`src/rtl/opb_register_simulink2ppc_snap.sv`:
```
// rtl/opb_register_simulink2ppc_snap.sv - OPB read-back register fed from fabric, track or arm/snapshot capture
// Optional build macro: OPB_SIMULINK2PPC_TSTAMP_EN (adds a cycle counter latched on every capture, read as word 2)
module opb_register_simulink2ppc_snap #(
    parameter logic [31:0] C_BASEADDR   = 32'h00000000,
    parameter logic [31:0] C_HIGHADDR   = 32'h000000FF,
    parameter int          C_OPB_AWIDTH = 32,
    parameter int          C_OPB_DWIDTH = 32,
    parameter              C_FAMILY     = "virtex6"
) (
    input  logic                      OPB_Clk,
    input  logic                      OPB_Rst,
    input  logic [0:C_OPB_AWIDTH-1]   OPB_ABus,
    input  logic [0:3]                OPB_BE,
    input  logic [0:C_OPB_DWIDTH-1]   OPB_DBus,
    input  logic                      OPB_RNW,
    input  logic                      OPB_select,
    input  logic                      OPB_seqAddr,
    output logic [0:C_OPB_DWIDTH-1]   Sl_DBus,
    output logic                      Sl_xferAck,
    output logic                      Sl_errAck,
    output logic                      Sl_retry,
    output logic                      Sl_toutSup,
    input  logic [31:0]               user_data_in,
    input  logic                      user_data_valid,
    output logic                      user_armed,
    output logic                      user_capture
);

    typedef enum logic [1:0] {S_IDLE, S_ACK, S_WAIT} state_t;

    state_t      state;
    logic [31:0] addr;
    logic [31:0] offset;
    logic [1:0]  word_idx;
    logic        hit;
    logic        ctrl_wr;
    logic        ctrl_arm;
    logic        ctrl_mode;
    logic        ctrl_clr;
    logic        capture;
    logic [31:0] data_q;
    logic [15:0] count_q;
    logic        armed_q;
    logic        mode_q;
    logic        valid_q;
    logic [31:0] tstamp_word;
    logic [31:0] rd_word;
    logic        unused_bits;

    // Bus bit 0 is the MSB, so a plain vector assignment gives register bit 31-i
    assign addr     = OPB_ABus;
    assign word_idx = addr[3:2];
    // Offset compare handles a window starting at zero without a constant compare
    assign offset   = addr - C_BASEADDR;
    assign hit      = OPB_select && (offset <= (C_HIGHADDR - C_BASEADDR));

    // Only the low byte of CTRL is writable
    assign ctrl_wr   = (state == S_ACK) && !OPB_RNW && (word_idx == 2'd1) && OPB_BE[3];
    assign ctrl_arm  = OPB_DBus[31];
    assign ctrl_mode = OPB_DBus[30];
    assign ctrl_clr  = OPB_DBus[29];

    // Snapshot mode needs ARMED already set, so an ARM write cannot capture in its own cycle
    assign capture = user_data_valid && (!mode_q || armed_q);

    assign Sl_errAck  = 1'b0;
    assign Sl_retry   = 1'b0;
    assign Sl_toutSup = 1'b0;
    assign user_armed = armed_q;

    // Family string and the ignored bus bits have no functional effect
    assign unused_bits = ^{OPB_seqAddr, OPB_BE[0:2], OPB_DBus[0:28], C_FAMILY};

`ifdef OPB_SIMULINK2PPC_TSTAMP_EN
    logic [31:0] cycle_q;
    logic [31:0] tstamp_q;

    // Free-running cycle counter, sampled into TSTAMP whenever a word is captured
    always_ff @(posedge OPB_Clk or posedge OPB_Rst) begin
        if (OPB_Rst) begin
            cycle_q  <= 32'd0;
            tstamp_q <= 32'd0;
        end else begin
            cycle_q <= cycle_q + 32'd1;
            if (capture) begin
                tstamp_q <= cycle_q;
            end
        end
    end

    assign tstamp_word = tstamp_q;
`else
    assign tstamp_word = 32'd0;
`endif

    // Read mux over the four word slots
    always_comb begin
        rd_word = 32'd0;
        case (word_idx)
            2'd0:    rd_word = data_q;
            2'd1:    rd_word = {count_q, 13'd0, valid_q, mode_q, armed_q};
            2'd2:    rd_word = tstamp_word;
            default: rd_word = 32'd0;
        endcase
    end

    // Bus handshake: one ack per select, read data registered with the ack
    always_ff @(posedge OPB_Clk or posedge OPB_Rst) begin
        if (OPB_Rst) begin
            state      <= S_IDLE;
            Sl_xferAck <= 1'b0;
            Sl_DBus    <= '0;
        end else begin
            Sl_xferAck <= 1'b0;
            Sl_DBus    <= '0;
            case (state)
                S_IDLE: begin
                    if (hit) begin
                        state      <= S_ACK;
                        Sl_xferAck <= 1'b1;
                        if (OPB_RNW) begin
                            Sl_DBus <= rd_word;
                        end
                    end
                end
                S_ACK:   state <= S_WAIT;
                S_WAIT:  if (!OPB_select) state <= S_IDLE;
                default: state <= S_IDLE;
            endcase
        end
    end

    // Capture and control state; control writes are applied after capture so ARM wins over snapshot disarm
    always_ff @(posedge OPB_Clk or posedge OPB_Rst) begin
        if (OPB_Rst) begin
            data_q       <= 32'd0;
            count_q      <= 16'd0;
            armed_q      <= 1'b0;
            mode_q       <= 1'b0;
            valid_q      <= 1'b0;
            user_capture <= 1'b0;
        end else begin
            user_capture <= capture;
            if (capture) begin
                data_q  <= user_data_in;
                count_q <= count_q + 16'd1;
                valid_q <= 1'b1;
                if (mode_q) begin
                    armed_q <= 1'b0;
                end
            end
            if (ctrl_wr) begin
                if (ctrl_mode != mode_q) begin
                    armed_q <= 1'b0;
                end
                mode_q <= ctrl_mode;
                if (ctrl_arm) begin
                    armed_q <= 1'b1;
                    if (!capture) begin
                        valid_q <= 1'b0;
                    end
                end
                if (ctrl_clr) begin
                    count_q <= 16'd0;
                end
            end
        end
    end

endmodule
```
`config.mk`:
```
export PLATFORM = sky130hd
export DESIGN_NAME = opb_register_simulink2ppc_snap
export DESIGN_NICKNAME = d
export VERILOG_FILES = /design/src/rtl/opb_register_simulink2ppc_snap.sv
export SDC_FILE = /design/constraint.sdc
export NUM_CORES = 1
export LEC_CHECK = 0
export BUFFER_PORTS_ARGS = -buffer_cell sky130_fd_sc_hd__buf_2
export CORE_MARGIN = 2
export CORE_UTILIZATION = 48
export DETAILED_ROUTE_END_ITERATION = 8
export GPL_TIMING_DRIVEN = 0
export PLACE_DENSITY = 0.84
export RECOVER_POWER = 25
export SKIP_CTS_REPAIR_TIMING = 1
export SYNTH_ARGS = -nofsm -noshare
export SYNTH_HDL_FRONTEND = slang
export SYNTH_SLANG_ARGS = --single-unit
```
`constraint.sdc`:
```
create_clock -name OPB_Clk -period 2.95 [get_ports OPB_Clk]
set_input_delay 0.4425 -clock OPB_Clk [delete_from_list [all_inputs] [get_ports OPB_Clk]]
set_output_delay 0.4425 -clock OPB_Clk [all_outputs]
set_load 0.01 [all_outputs]
```
# Yosys cells after proc, flatten, opt, wreduce, memory -nomap -nowiden
# Index checks and enable logic that the tools add are counted.
dict set report classes {
  addsub 1
  order_cmp 1
  n_eq_ne 6
  muxes 21
  n_reduce_logical 11
}
# cell n
set op_table {}
lappend op_table {{$mux W32} 3}
lappend op_table {{$pmux W32 S2} 1}
lappend op_table {{$mux W16} 3}
lappend op_table {{$le A32 B8 Y1 const B} 1}
lappend op_table {{$add A16 B1 Y16 const B} 1}
lappend op_table {{$mux W1} 11}
lappend op_table {{$pmux W2 S3} 1}
lappend op_table {{$logic_and A1 B1 Y1} 5}
lappend op_table {{$eq A2 B1 Y1 const B} 2}
lappend op_table {{$logic_not A2 Y1} 2}
lappend op_table {{$mux W2} 2}
lappend op_table {{$ne A2 B2 Y1 const B} 2}
lappend op_table {{$eq A2 B2 Y1 const B} 1}
lappend op_table {{$logic_not A1 Y1} 2}
lappend op_table {{$reduce_and A2 Y1} 1}
lappend op_table {{$logic_or A1 B1 Y1} 1}
lappend op_table {{$ne A1 B1 Y1} 1}
dict set report totals {
  ff_bits 87
  in_bits 106
  elab_cells 49
}

# Longest topological paths before layout
dict set report logic_depth {
  ltp_word 7
  mapped_depth 6
  depth_no_buf 5
}

# Worst setup path after synthesis
# No wires, ideal clock.
dict set report synth_timing {
  kind {input to register}
  start {in OPB_ABus[0] (netlist bit)}
  end {reg Sl_DBus[17] (netlist bit)}
  setup_ns 0.083
  arrival_time_ns 1.788
  setup_slack_ns 1.079
  cell_stages 6
  path_buffers 2
  cell_sequence {nor4_1 > nand4_1 > or4b_1 > buf_2 > buf_6 > nor3b_2}
}
dict set report synth_via {
  elab_chain_len 4
}
# item line
set synth_rtl {}
lappend synth_rtl {{start, declared} 12} ;# input logic [0:C_OPB_AWIDTH-1] OPB_ABus,
lappend synth_rtl {{$le A32 B8 Y1} 55} ;# assign hit = OPB_select && (offset <= (C_HIGHADDR - C_BASEADDR));
lappend synth_rtl {{$logic_and A1 B1 Y1} 55}
lappend synth_rtl {{$mux W32} 118} ;# if (hit) begin
lappend synth_rtl {{$mux W32} 116} ;# case (state)
lappend synth_rtl {{end signal, assigned} 122} ;# Sl_DBus <= rd_word;
lappend synth_rtl {{end, declared} 18} ;# output logic [0:C_OPB_DWIDTH-1] Sl_DBus,
# No other way between the ends.
# A chain may end at the register's enable or synchronous reset.

# Worst setup path after layout
dict set report layout_timing {
  start {reg state[0]}
  end {reg Sl_DBus[26] (netlist bit)}
}
dict set report layout_via {
  elab_chain_len 2
}
# item line
set layout_rtl {}
lappend layout_rtl {{start, declared} 31} ;# state_t state;
lappend layout_rtl {{start signal, assigned} 110} ;# state <= S_IDLE;
lappend layout_rtl {{start signal, assigned} 119} ;# state <= S_ACK;
lappend layout_rtl {{start signal, assigned} 126} ;# S_ACK: state <= S_WAIT;
lappend layout_rtl {{$logic_not A2 Y1} 116}
lappend layout_rtl {{$mux W32} 116}
# No other way between the ends.

==> flow_summary.ini <==
[placement]
place_congestion = 0.819
port_buffers = 100
dp_hpwl_um = 5190

[grt]
grt_util_all_layers_pct = 19.2
antenna_found_initial = 0
grt_pass1_wl_um = 12400
grt_max_degree = 74
overflow = 0
first_global_vias = 2534

[die]
core_um2 = 7290
die_area_um2 = 8310
row_count = 31
start_util_pct = 50.0
io_pins = 144
die_w_um = 91.2
chipHeight_um = 91.2

[critical_path]
crit_arrival_ps = 2320
critPathMaxFanout = 10
crit_chain = nor4b_2 -> nand4_1 -> or4b_1 -> buf_2 -> buf_6 -> nor3b_2
crit_required_ps = 3230
cp-end-kind = flip-flop
path_class = flip-flop to flip-flop
rrSetupSlack_ps = 900
r2r-start = state[0]$_DFFE_PP0P_
cpPeakStageDelay_ps = 550
startpoint_type = flip-flop
worstReg2RegEnd = Sl_DBus[26]$_DFF_PP0_
worst-r2r-cell-count = 6
crit_slowest_cell = or4b_1

[clocking]
cts.clk_slew.worst_paths_ps = 90
cts_buffers = 9
cts.path.max_buffers = 2
cts.sinks = 87
clk-insertion-delay-late_ps = 360
htree_levels = 3
cts_tree = done
cts_root_buffer = clkbuf_8

[sta]
hold_slack_ps = 152
finalHoldViolCount = 0
fmax_mhz = 488
fin_crit_sh_pct = 69.4
finalClockSkew_ps = 6.91
drv_slew = 0
rsz0062_at_grt = false
slew_headroom_pct = 50.5
finalSetupViolCount = 0
period_needed_ps = 2050
tightest_slew_ps = 738

[flow_run]
max_cap_viol_count = 0

[synth]
ys_warn_count = 0
syn-instance-count = 286
synth.ff_latch_count = 87
synth.area.top_cells = dfrtp_1, mux2_2, mux2i_1, nor3b_2, nor2_1
yosys.area.top_type = dfrtp_1
ys_seq_area_share_pct = 59.7
syn_area_um2 = 3650
synth.distinct_cells = 39
netlist.area_leader.share_pct = 59.7
syn_area_per_cell_um2 = 12.7

[power_and_ir_drop]
p_leak_nw = 2.18
fin_total_pwr_mw = 2.46
peakVddDrop_uv = 318
power.density_nw_per_um2 = 547

[min_path]
hold_class = primary input to async pin

[routing]
via_per_inst = 5.02
drcViolationCount = 0
wl_um = 7360
drt_iter0_drc = 144
avgRoutedWirePerCell_um = 14.6
ant_nets = 0
num_vias = 2528
drt-pass1-iter-count = 4

[finish]
layout.cells.most_common = buf_2
nets = 507
antenna_cells = 0
layout_common_cells = buf_2, dfrtp_1, mux2_2
seqCellArea_um2 = 2180
multi_input_area_um2 = 1370
area_delta_synth_final_pct = 23.1
drive_above_1_share_pct = 43.0
fillers = 617

[outcome]
outcome = complete, no violations
[per-layer routing]
layer	GRT usage [%]	vias up	share of wire, %
li1	-	1229	-
met1	25.3	1218	45
met2	30.2	65	48
met3	5.06	16	4.6
met4	8.21	0	2.1
met5	0	-	0
[worst max-delay path by stage]
stage                               from               endpoint  slack, ps  depth (start not counted)
floorplan                        OPB_Rst   Sl_DBus[0]$_DFF_PP0_        260                          1
global placement                 OPB_Rst   state[1]$_DFFE_PP0P_       -660                          2
detailed placement           OPB_ABus[0]  Sl_DBus[26]$_DFF_PP0_        680                          7
CTS                 state[1]$_DFFE_PP0P_  Sl_DBus[26]$_DFF_PP0_        880                          6
global route        state[1]$_DFFE_PP0P_   Sl_DBus[6]$_DFF_PP0_        750                          6
finish              state[0]$_DFFE_PP0P_  Sl_DBus[26]$_DFF_PP0_        900                          6
[cell type report]
| cell class | count | share of cell area [%] |
|---|---|---|
| flip-flops and latches | 87 | 48.5 |
| multi-input cells | 180 | 30.5 |
| repair buffers | 101 | 11.8 |
| clock buffers | 9 | 2.76 |
| well taps | 99 | 2.76 |
| plain buffers | 17 | 2.09 |
| clock inverters | 7 | 1.28 |
| inverters | 4 | 0.362 |
[power breakdown]
group	internal (mW)	switching (mW)	total [mW]
Sequential	1.29	0.0871	1.37
Clock	0.316	0.457	0.773
Combinational	0.165	0.145	0.310
[kinds of logic after synthesis]
group           Yosys count  synth area share, %
compound gates           20                 3.16
xor+xnor                  7                 1.68
fa+ha+maj                 1                0.343
buf+inv                  21                 2.99
flops                    87                 59.7
mux                      52                 15.4
other cells               1                0.103
simple gates             97                 16.6
[through the flow]
step                      TNS, ps  cells  setup slack (ps)  utilization [%]  area, um2
final                           0    504               901             61.5       4490
after global routing            0    504               749             61.5       4490
after global placement     -56950    487              -659             58.7       4280
after detailed placement        0    488               677             59.1       4310
after floorplan                 0    288               257                -       3650
after CTS                       0    504               883             61.6       4490
[synthesized netlist by cell type, drive strengths merged]
library cell / number
dfrtp: 87
o21ai: 4
inv: 4
nand3: 6
nor3: 2
and3: 1
and2: 2
nor2b: 2
a31oi: 2
nand4: 4
ha: 1
xnor2: 4
or4b: 1
or4: 5
nand3b: 1
o31ai: 5
nor3b: 13
clkbuf: 5
xor2: 3
or3: 4
nor4: 6
buf: 12
mux2i: 19
and4: 3
mux2: 33
nand2b: 2
a21oi: 9
nor4b: 2
conb: 1
and4bb: 1
nand2: 14
nor2: 28
[sequential cells by signal, indices dropped and copies added (netlist names)]
signal	flops
Sl_DBus	32
data_q	32
count_q	16
state	2
Sl_xferAck	1
mode_q	1
user_armed	1
user_capture	1
valid_q	1
[critical path, delay by kind of cell (launching register included)]
kind / cells / cell delay [ps]
flops: 1 / 400
simple gates: 4 / 1200
buf+inv: 2 / 350
Note: power is estimated with default switching activity, not from simulation.
